==> config.mk <==
export PLATFORM = sky130hd
export DESIGN_NAME = pad_gpio_ctrl
export DESIGN_NICKNAME = d
export VERILOG_FILES = /design/src/rtl/pad_gpio_pkg.sv /design/src/rtl/pad_gpio_sync.sv /design/src/rtl/pad_gpio_ctrl.sv
export SDC_FILE = /design/constraint.sdc
export NUM_CORES = 1
export LEC_CHECK = 0
export ABC_AREA = 1
export CORE_ASPECT_RATIO = 1.1
export CORE_MARGIN = 2
export CORE_UTILIZATION = 45
export CTS_BUF_LIST = sky130_fd_sc_hd__clkbuf_8
export DETAILED_ROUTE_END_ITERATION = 16
export HOLD_SLACK_MARGIN = 0.1
export PLACE_DENSITY = 0.81
export SYNTH_ARGS = -nofsm -noshare
export SYNTH_HDL_FRONTEND = slang
export SYNTH_SLANG_ARGS = --single-unit
==> constraint.sdc <==
create_clock -name clk -period 2.3 [get_ports clk]
set_input_delay 0.575 -clock clk [delete_from_list [all_inputs] [get_ports clk]]
set_output_delay 0.575 -clock clk [all_outputs]
set_load 0.02 [all_outputs]
==> src/rtl/pad_gpio_pkg.sv <==
// Shared definitions for the GPIO pad-bank controller.
// Latency: n/a (constants, types and a decode helper only).
// Backpressure: n/a.
//
// The APB byte address is 6 bits wide because the register map extends to
// 0x20 (DEBOUNCE) and the first unmapped word at 0x24 must be distinguishable
// from the mapped ones.
package pad_gpio_pkg;

  localparam int NPADS_MAX = 32;
  localparam int ADDR_W    = 6;

  // Word-aligned byte offsets.
  localparam logic [ADDR_W-1:0] GPIO_DIR       = 6'h00;
  localparam logic [ADDR_W-1:0] GPIO_OUT       = 6'h04;
  localparam logic [ADDR_W-1:0] GPIO_IN        = 6'h08;
  localparam logic [ADDR_W-1:0] GPIO_INTEN     = 6'h0C;
  localparam logic [ADDR_W-1:0] GPIO_INTTYPE   = 6'h10;
  localparam logic [ADDR_W-1:0] GPIO_INTSTATUS = 6'h14;
  localparam logic [ADDR_W-1:0] GPIO_OUTSET    = 6'h18;
  localparam logic [ADDR_W-1:0] GPIO_OUTCLR    = 6'h1C;
  localparam logic [ADDR_W-1:0] GPIO_DEBOUNCE  = 6'h20;

  // One decoded APB access-phase request.
  typedef struct packed {
    logic              wr_en;
    logic              rd_en;
    logic [ADDR_W-1:0] offs;
    logic [31:0]       wdat;
  } apb_req_t;

  // True when the word offset selects a register; DEBOUNCE only exists
  // when the filter is built in.
  function automatic logic offs_mapped(input logic [ADDR_W-1:0] offs,
                                       input logic              deb_en);
    logic hit;
    hit = 1'b0;
    case (offs)
      GPIO_DIR, GPIO_OUT, GPIO_IN, GPIO_INTEN, GPIO_INTTYPE,
      GPIO_INTSTATUS, GPIO_OUTSET, GPIO_OUTCLR: hit = 1'b1;
      GPIO_DEBOUNCE:                            hit = deb_en;
      default:                                  hit = 1'b0;
    endcase
    return hit;
  endfunction

endpackage

==> src/rtl/pad_gpio_sync.sv <==
// One-bit pad input synchroniser with edge detect.
// Latency: level_o 2 cycles after the pad is sampled; rise_o/fall_o valid alongside level_o.
// Backpressure: none (free-running).
//
// Ports: clk, rst (sync, active-high); pad (async input);
//        level_o (synchronised level), rise_o / fall_o (one-cycle edge pulses).
module pad_gpio_sync (
  input  logic clk,
  input  logic rst,
  input  logic pad,
  output logic level_o,
  output logic rise_o,
  output logic fall_o
);

  logic meta_q;
  logic sync_q;
  logic prev_q;

  always_ff @(posedge clk) begin
    if (rst) begin
      meta_q <= 1'b0;
      sync_q <= 1'b0;
      prev_q <= 1'b0;
    end else begin
      meta_q <= pad;
      sync_q <= meta_q;
      prev_q <= sync_q;
    end
  end

  assign level_o = sync_q;
  assign rise_o  = sync_q & ~prev_q;
  assign fall_o  = ~sync_q & prev_q;

endmodule

==> src/rtl/pad_gpio_ctrl.sv <==
// GPIO pad-bank controller: APB registers, pad output/OEN drive, input sync + edge interrupt.
// Latency: outputs 1 cycle after write; IN +2, INTSTATUS +3, irq_o +4 cycles after pad sample.
// Backpressure: none; APB PREADY tied high, zero wait states.
//
// Ports: clk, rst (sync, active-high); APB slave PADDR/PWDATA/PWRITE/PSEL/
//        PENABLE/PRDATA/PREADY/PSLVERR; gpio_in (async pads), gpio_out,
//        gpio_pad_OEN (active-low enable), gpio_pad_tie0/tie1, irq_o (level).
// Build option: define PAD_GPIO_DEBOUNCE_EN to add the per-pin tick-sampled
// debounce filter and the DEBOUNCE register at 0x20.
module pad_gpio_ctrl
  import pad_gpio_pkg::*;
#(
  parameter int NPADS = 21
) (
  input  logic              clk,
  input  logic              rst,
  input  logic [ADDR_W-1:0] PADDR,
  input  logic [31:0]       PWDATA,
  input  logic              PWRITE,
  input  logic              PSEL,
  input  logic              PENABLE,
  output logic [31:0]       PRDATA,
  output logic              PREADY,
  output logic              PSLVERR,
  input  logic [NPADS-1:0]  gpio_in,
  output logic [NPADS-1:0]  gpio_out,
  output logic [NPADS-1:0]  gpio_pad_OEN,
  output logic [NPADS-1:0]  gpio_pad_tie0,
  output logic [NPADS-1:0]  gpio_pad_tie1,
  output logic              irq_o
);

`ifdef PAD_GPIO_DEBOUNCE_EN
  localparam logic DEB_EN = 1'b1;
`else
  localparam logic DEB_EN = 1'b0;
`endif

  apb_req_t          req;
  logic              mapped;
  logic [NPADS-1:0]  wdat_p;

  logic [NPADS-1:0]  dir_q;
  logic [NPADS-1:0]  out_q;
  logic [NPADS-1:0]  inten_q;
  logic [NPADS-1:0]  inttype_q;
  logic [NPADS-1:0]  intstat_q;
  logic              irq_q;

  logic [NPADS-1:0]  sync_lvl;
  logic [NPADS-1:0]  sync_rise;
  logic [NPADS-1:0]  sync_fall;
  logic [NPADS-1:0]  in_val;
  logic [NPADS-1:0]  pin_rise;
  logic [NPADS-1:0]  pin_fall;
  logic [NPADS-1:0]  edge_hit;
  logic              stat_clr;
  logic [31:0]       rdata;

  // ---------------------------------------------------------------- APB decode
  always_comb begin
    req.wr_en = PSEL & PENABLE & PWRITE;
    req.rd_en = PSEL & PENABLE & ~PWRITE;
    req.offs  = {PADDR[ADDR_W-1:2], 2'b00};
    req.wdat  = PWDATA;
  end

  assign mapped   = offs_mapped(req.offs, DEB_EN);
  assign wdat_p   = req.wdat[NPADS-1:0];
  assign stat_clr = req.rd_en && (req.offs == GPIO_INTSTATUS);

  // ---------------------------------------------------------------- input path
  for (genvar i = 0; i < NPADS; i++) begin : g_pin
    pad_gpio_sync u_sync (
      .clk     (clk),
      .rst     (rst),
      .pad     (gpio_in[i]),
      .level_o (sync_lvl[i]),
      .rise_o  (sync_rise[i]),
      .fall_o  (sync_fall[i])
    );
  end

`ifdef PAD_GPIO_DEBOUNCE_EN
  logic [15:0]      deb_q;
  logic [15:0]      presc_q;
  logic             tick;
  logic [NPADS-1:0] samp_q;
  logic [NPADS-1:0] filt_q;
  logic [NPADS-1:0] filt_prev_q;
  logic [NPADS-1:0] agree;
  logic             unused_edges;

  // Filtered edges come from the filter's own history, not the synchroniser's.
  assign unused_edges = ^{sync_rise, sync_fall};

  assign tick  = (presc_q == deb_q);
  assign agree = ~(sync_lvl ^ samp_q);

  always_ff @(posedge clk) begin
    if (rst) begin
      deb_q       <= '0;
      presc_q     <= '0;
      samp_q      <= '0;
      filt_q      <= '0;
      filt_prev_q <= '0;
    end else begin
      // A new DEBOUNCE value restarts the tick period from zero.
      if (req.wr_en && (req.offs == GPIO_DEBOUNCE)) begin
        deb_q   <= req.wdat[15:0];
        presc_q <= '0;
      end else begin
        presc_q <= tick ? 16'd0 : presc_q + 16'd1;
      end
      // A pin's filtered level only moves when this tick's sample matches
      // the previous tick's sample.
      if (tick) begin
        samp_q <= sync_lvl;
        filt_q <= (agree & sync_lvl) | (~agree & filt_q);
      end
      filt_prev_q <= filt_q;
    end
  end

  assign in_val   = filt_q;
  assign pin_rise = filt_q & ~filt_prev_q;
  assign pin_fall = ~filt_q & filt_prev_q;
`else
  assign in_val   = sync_lvl;
  assign pin_rise = sync_rise;
  assign pin_fall = sync_fall;
`endif

  assign edge_hit = inten_q & ((~inttype_q & pin_rise) | (inttype_q & pin_fall));

  // ---------------------------------------------------------------- registers
  always_ff @(posedge clk) begin
    if (rst) begin
      dir_q     <= '0;
      out_q     <= '0;
      inten_q   <= '0;
      inttype_q <= '0;
      intstat_q <= '0;
      irq_q     <= 1'b0;
    end else begin
      if (req.wr_en) begin
        case (req.offs)
          GPIO_DIR:     dir_q     <= wdat_p;
          GPIO_OUT:     out_q     <= wdat_p;
          GPIO_INTEN:   inten_q   <= wdat_p;
          GPIO_INTTYPE: inttype_q <= wdat_p;
          GPIO_OUTSET:  out_q     <= out_q | wdat_p;
          GPIO_OUTCLR:  out_q     <= out_q & ~wdat_p;
          default:      ;
        endcase
      end
      // Clear applies first so an edge arriving in the read cycle survives.
      intstat_q <= (stat_clr ? '0 : intstat_q) | edge_hit;
      irq_q     <= |intstat_q;
    end
  end

  // ---------------------------------------------------------------- read mux
  always_comb begin
    rdata = '0;
    case (req.offs)
      GPIO_DIR:       rdata[NPADS-1:0] = dir_q;
      GPIO_OUT:       rdata[NPADS-1:0] = out_q;
      GPIO_IN:        rdata[NPADS-1:0] = in_val;
      GPIO_INTEN:     rdata[NPADS-1:0] = inten_q;
      GPIO_INTTYPE:   rdata[NPADS-1:0] = inttype_q;
      GPIO_INTSTATUS: rdata[NPADS-1:0] = intstat_q;
`ifdef PAD_GPIO_DEBOUNCE_EN
      GPIO_DEBOUNCE:  rdata[15:0]      = deb_q;
`endif
      default:        rdata = '0;
    endcase
  end

  logic unused_bits;
  // Byte-lane bits of the address and data bits above the pad count are don't-care.
  assign unused_bits = ^{PADDR[1:0], PWDATA};

  assign PRDATA        = PSEL ? rdata : 32'd0;
  assign PREADY        = 1'b1;
  assign PSLVERR       = PSEL & PENABLE & ~mapped;

  assign gpio_out      = out_q;
  assign gpio_pad_OEN  = ~dir_q;
  assign gpio_pad_tie0 = '0;
  assign gpio_pad_tie1 = '1;
  assign irq_o         = irq_q;

endmodule
# After elaboration in Yosys (flattened, before gate mapping)
# Cells that the tools add are included.
# op_classes
eq_ne	7
mux	5
bitwise	100
reduce_logical	9
# ops
operator	count
$pmux 21 s6	1
$and 21x21->21	4
$not 21->21	3
$or 21x21->21	3
$pmux 21 s3	1
$and 1x1->1	46
$not 1->1	44
$mux 21	2
$reduce_or 21->1	1
$eq 4x3->1 const B	4
$eq 4x2->1 const B	2
$reduce_and 2->1	4
$reduce_or 8->1	1
$logic_not 6->1	1
$eq 4x1->1 const B	1
$reduce_bool 3->1	1
$logic_and 1x1->1	1
$mux 1	1
# word_totals
regBits	169
input_bits	64
output_inout_bits	119

# Depth between registers and ports, before layout
# depth
depth_word	6
mapped_depth	8

# By module
# A second synthesis with hierarchy kept.
# unflattened
hier_cells	1154
hier_area_um2	7912.6
# by_module_without_submodules
module	instances	cells_per_inst	area_per_inst_um2
pad_gpio_ctrl	1	902	5941.9
pad_gpio_sync	21	12	93.8

# Worst setup path before layout
# No wires, ideal clock.
# synth_path
path_type	input-to-output
startpoint	input port PADDR[3]
endpoint	output port PRDATA[11]
t_arrival_ps	1650
required_ps	1725
slack_ps	75
stages	7
path_buffers	2
cell_sequence	buf_2 > nor2_4 > buf_2 > nand3_1 > nand3_1 > nor2_1 > nor2_1
# synth_via
elab_chain_len	3
# synth_lines
item	line	text
start: declaration	pad_gpio_ctrl.sv:17	input logic [ADDR_W-1:0] PADDR,
$eq 4x3->1 (tied with other cells)	pad_gpio_ctrl.sv:166	case (req.offs)
$pmux 21 s6 (*)	pad_gpio_ctrl.sv:166	
$mux 21 (*)	pad_gpio_ctrl.sv:184	assign PRDATA = PSEL ? rdata : 32'd0;
end: declaration	pad_gpio_ctrl.sv:22	output logic [31:0] PRDATA,
# Every way passes the cells marked *; elsewhere a longest branch is shown, timed or not.

# Worst setup path after layout
# layout_path
startpoint	input port PADDR[5]
endpoint	output port PRDATA[14]
# Same word-level chain as after synthesis.

==> impl_metrics.csv <==
group,metric,value,unit
sta,finalSetupViolations,16,
yosys,syn-cell-area,0.007780,sq mm
die,fp.dieArea,0.01836,sq mm
sta,setup_tns,-0.5484,ns
clock_tree,path_clk_slew,0.08,ns
yosys,synth-edff-count,0,
die,num_rows,50,
sta,fmax,422.8,MHz
sta,drv_slew,0,
clock_tree,clock_latency,0.48,ns
sta,finalCritPeriodShare,102.8,%
yosys,ys_seq_elements,169,
clock_tree,tritoncts,"done",
route,ant_nets,0,
pwr,leakage,4.280,nW
route,drt_iter0_drc,987,
pwr,peakVddDrop,0.0003715,V
clock_tree,htreeDepth,4,
placed_design,portBuffers,115,
sta,hold_slack,0.4038,ns
cells_and_area,nets,1324,
placed_design,place_congestion,0.8446,
global_route,grt_pass1_vias,7665,
yosys,synth_common_cells,"nand3_1, dfxtp_1, nor2_1",
sta,finalWorstSetupSlack,-0.06516,ns
die,dieWidth,129.4,um
sta,finalClockSkew,0.01220,ns
cells_and_area,area_growth,37.26,%
yosys,syn_inst,1112,
setup_path,crit_fanout,6,
placed_design,dp_slack,-0.9226,ns
clock_tree,cts_sinks,169,
placed_design,placed_area,0.009236,sq mm
setup_path,startpoint_type,"primary input",
clock_tree,cts_hold_buf,0,
cells_and_area,multi_input_area,0.003870,sq mm
yosys,ys_warn_count,0,
run_status,violations,"setup timing",
pwr,totalPowerFinal,0.005920,W
sta,hold_viol_final,0,
setup_path,critPathRequiredTime,1.73,ns
yosys,synth.distinct_cells,20,
route,dr.pass1.iters,6,
global_route,grt_remaining_overflow,0,
yosys,synth_top_area_share,43.49,%
yosys,ys_seq_area_share,43.49,%
yosys,synth_area_leaders,"dfxtp_1, nand3_1, nor2_1",
global_route,antenna_found_initial,0,
sta,rsz0062_at_grt,"yes",
die,die_y,141.9,um
route,via_per_inst,5.477,
route,wl_per_cell,17.31,um
yosys,async_reset_ff_share,0,%
cells_and_area,diodes,0,
sta,min_period,2.365,ns
setup_path,critical_path_class,"primary input to output port",
global_route,track_usage,26.22,%
route,vias,8254,
yosys,ys.flop_type,"dfxtp_1",
global_route,grt_pass1_wl,37.97,mm
die,core-area,0.01695,sq mm
yosys,yosysMostFrequentCell,"nand3_1",
clock_tree,numCtsBuffers,17,
clock_tree,clockBufferDepth,2,
die,start_util,45.89,%
setup_path,cp-end-kind,"output port",
die,pin_count,183,
yosys,synth_area_per_cell,6.996,sq um
pwr,p_per_area,554.4,mW/mm^2
cells_and_area,final_area,0.01068,sq mm
hold_path,min_path_type,"register to register",
yosys,synth_top_area_cell,"dfxtp_1",
setup_path,worstPathArrival,1.79,ns
run,cap_violations,0,
cells_and_area,drive_gt1_share,18.93,%
route,drc,0,
placed_design,dp_hpwl,15.14,mm
clock_tree,clockRootBuffer,"clkbuf_8",
cells_and_area,seq_area,0.003383,sq mm
route,wl,26.09,mm
cells_and_area,fillers,1359,
run_status,status,"finished, violations left",
global_route,grt_max_degree,65,
-- kinds of logic (layout without fill, tap and decap cells) --
| family | Yosys count | after routing | share of synthesized area (%) |
|---|---|---|---|
| buf+inv | 260 | 369 | 15.97 |
| flops | 169 | 169 | 43.49 |
| compound gates | 176 | 176 | 11.58 |
| other cells | 2 | 54 | 0.09653 |
| simple gates | 505 | 505 | 28.87 |
-- worst max-delay path, stage by stage --
cell and delay, ns:
buf_8 0.10, buf_6 0.11, nor2_4 0.16, buf_12 0.13
buf_8 0.12, buf_16 0.15, nand3_4 0.06, nand3_2 0.09
nor2_2 0.04, nor2_2 0.11, buf_4 0.14
-- flip-flops by register name, summed over array words and instances (netlist names) --
signal,flops
irq_o,1
gpio_out,21
inttype_q,21
g_pin.u_sync.prev_q,21
intstat_q,21
dir_q,21
g_pin.u_sync.level_o,21
inten_q,21
g_pin.u_sync.meta_q,21
-- final timing paths --
path,start,end,slack [ns],cells past startpoint
hold reg to reg,g_pin[19].u_sync.meta_q$_SDFF_PP0_,g_pin[19].u_sync.level_o$_SDFF_PP0_,0.40,2
setup reg to reg,intstat_q[11]$_SDFF_PP0_,irq_o$_SDFF_PP0_,1.09,6
setup / recovery,PADDR[5],PRDATA[14],-0.07,11
hold / removal,g_pin[19].u_sync.meta_q$_SDFF_PP0_,g_pin[19].u_sync.level_o$_SDFF_PP0_,0.40,2
-- layout make-up --
class / count / area share [%]
Clock inverter: 15 / 1.429
Multi-Input combinational cell: 735 / 36.24
Inverter: 135 / 4.745
Tap cell: 234 / 2.742
Clock buffer: 17 / 2.191
Sequential cell: 169 / 31.68
Timing Repair Buffer: 202 / 20.97
-- cells in the final DEF (no fill, tap or decap), drive strengths merged --
| cell | netlist | final |
|---|---|---|
| clkdlybuf4s50 | 0 | 88 |
| buf | 92 | 109 |
| a21oi | 84 | 84 |
| dlygate4sd2 | 0 | 1 |
| dfxtp | 169 | 169 |
| inv | 135 | 138 |
| bufinv | 0 | 2 |
| o211ai | 8 | 8 |
| o21ai | 84 | 84 |
| nand4 | 24 | 24 |
| bufbuf | 0 | 1 |
| nand2 | 115 | 115 |
| nand3 | 198 | 198 |
| clkinvlp | 0 | 4 |
| conb | 2 | 54 |
| clkbuf | 33 | 20 |
| nor2 | 168 | 168 |
| clkinv | 0 | 6 |
-- routing by layer --
metal / GRT usage [%] / wire (um)
met1: 31.03 / 9595
met2: 44.10 / 12460
met3: 5.845 / 2368
met4: 13.90 / 1665
met5: 0 / 0
-- metrics by stage --
step	std cells	util [%]
after floorplan	1164	-
after global placement	1444	54.48
after detailed placement	1444	54.48
after CTS	1500	59.65
after global routing	1507	62.99
final	1507	62.99
-- power by group --
group | internal, W | switching, W | total, W
registers | 0.00298 | 0.0000305 | 0.00301
clock network | 0.000962 | 0.00115 | 0.00211
logic | 0.000319 | 0.000483 | 0.000802
-- repair_timing --
item / in CTS / in global routing
pin swaps: 22 / 55
resized for setup: 165 / 104
gates cloned: 9 / 3
setup endpoints to repair: 22 / 21
buffers inserted: 16 / 8
Note: power is estimated with default switching activity, not from simulation.
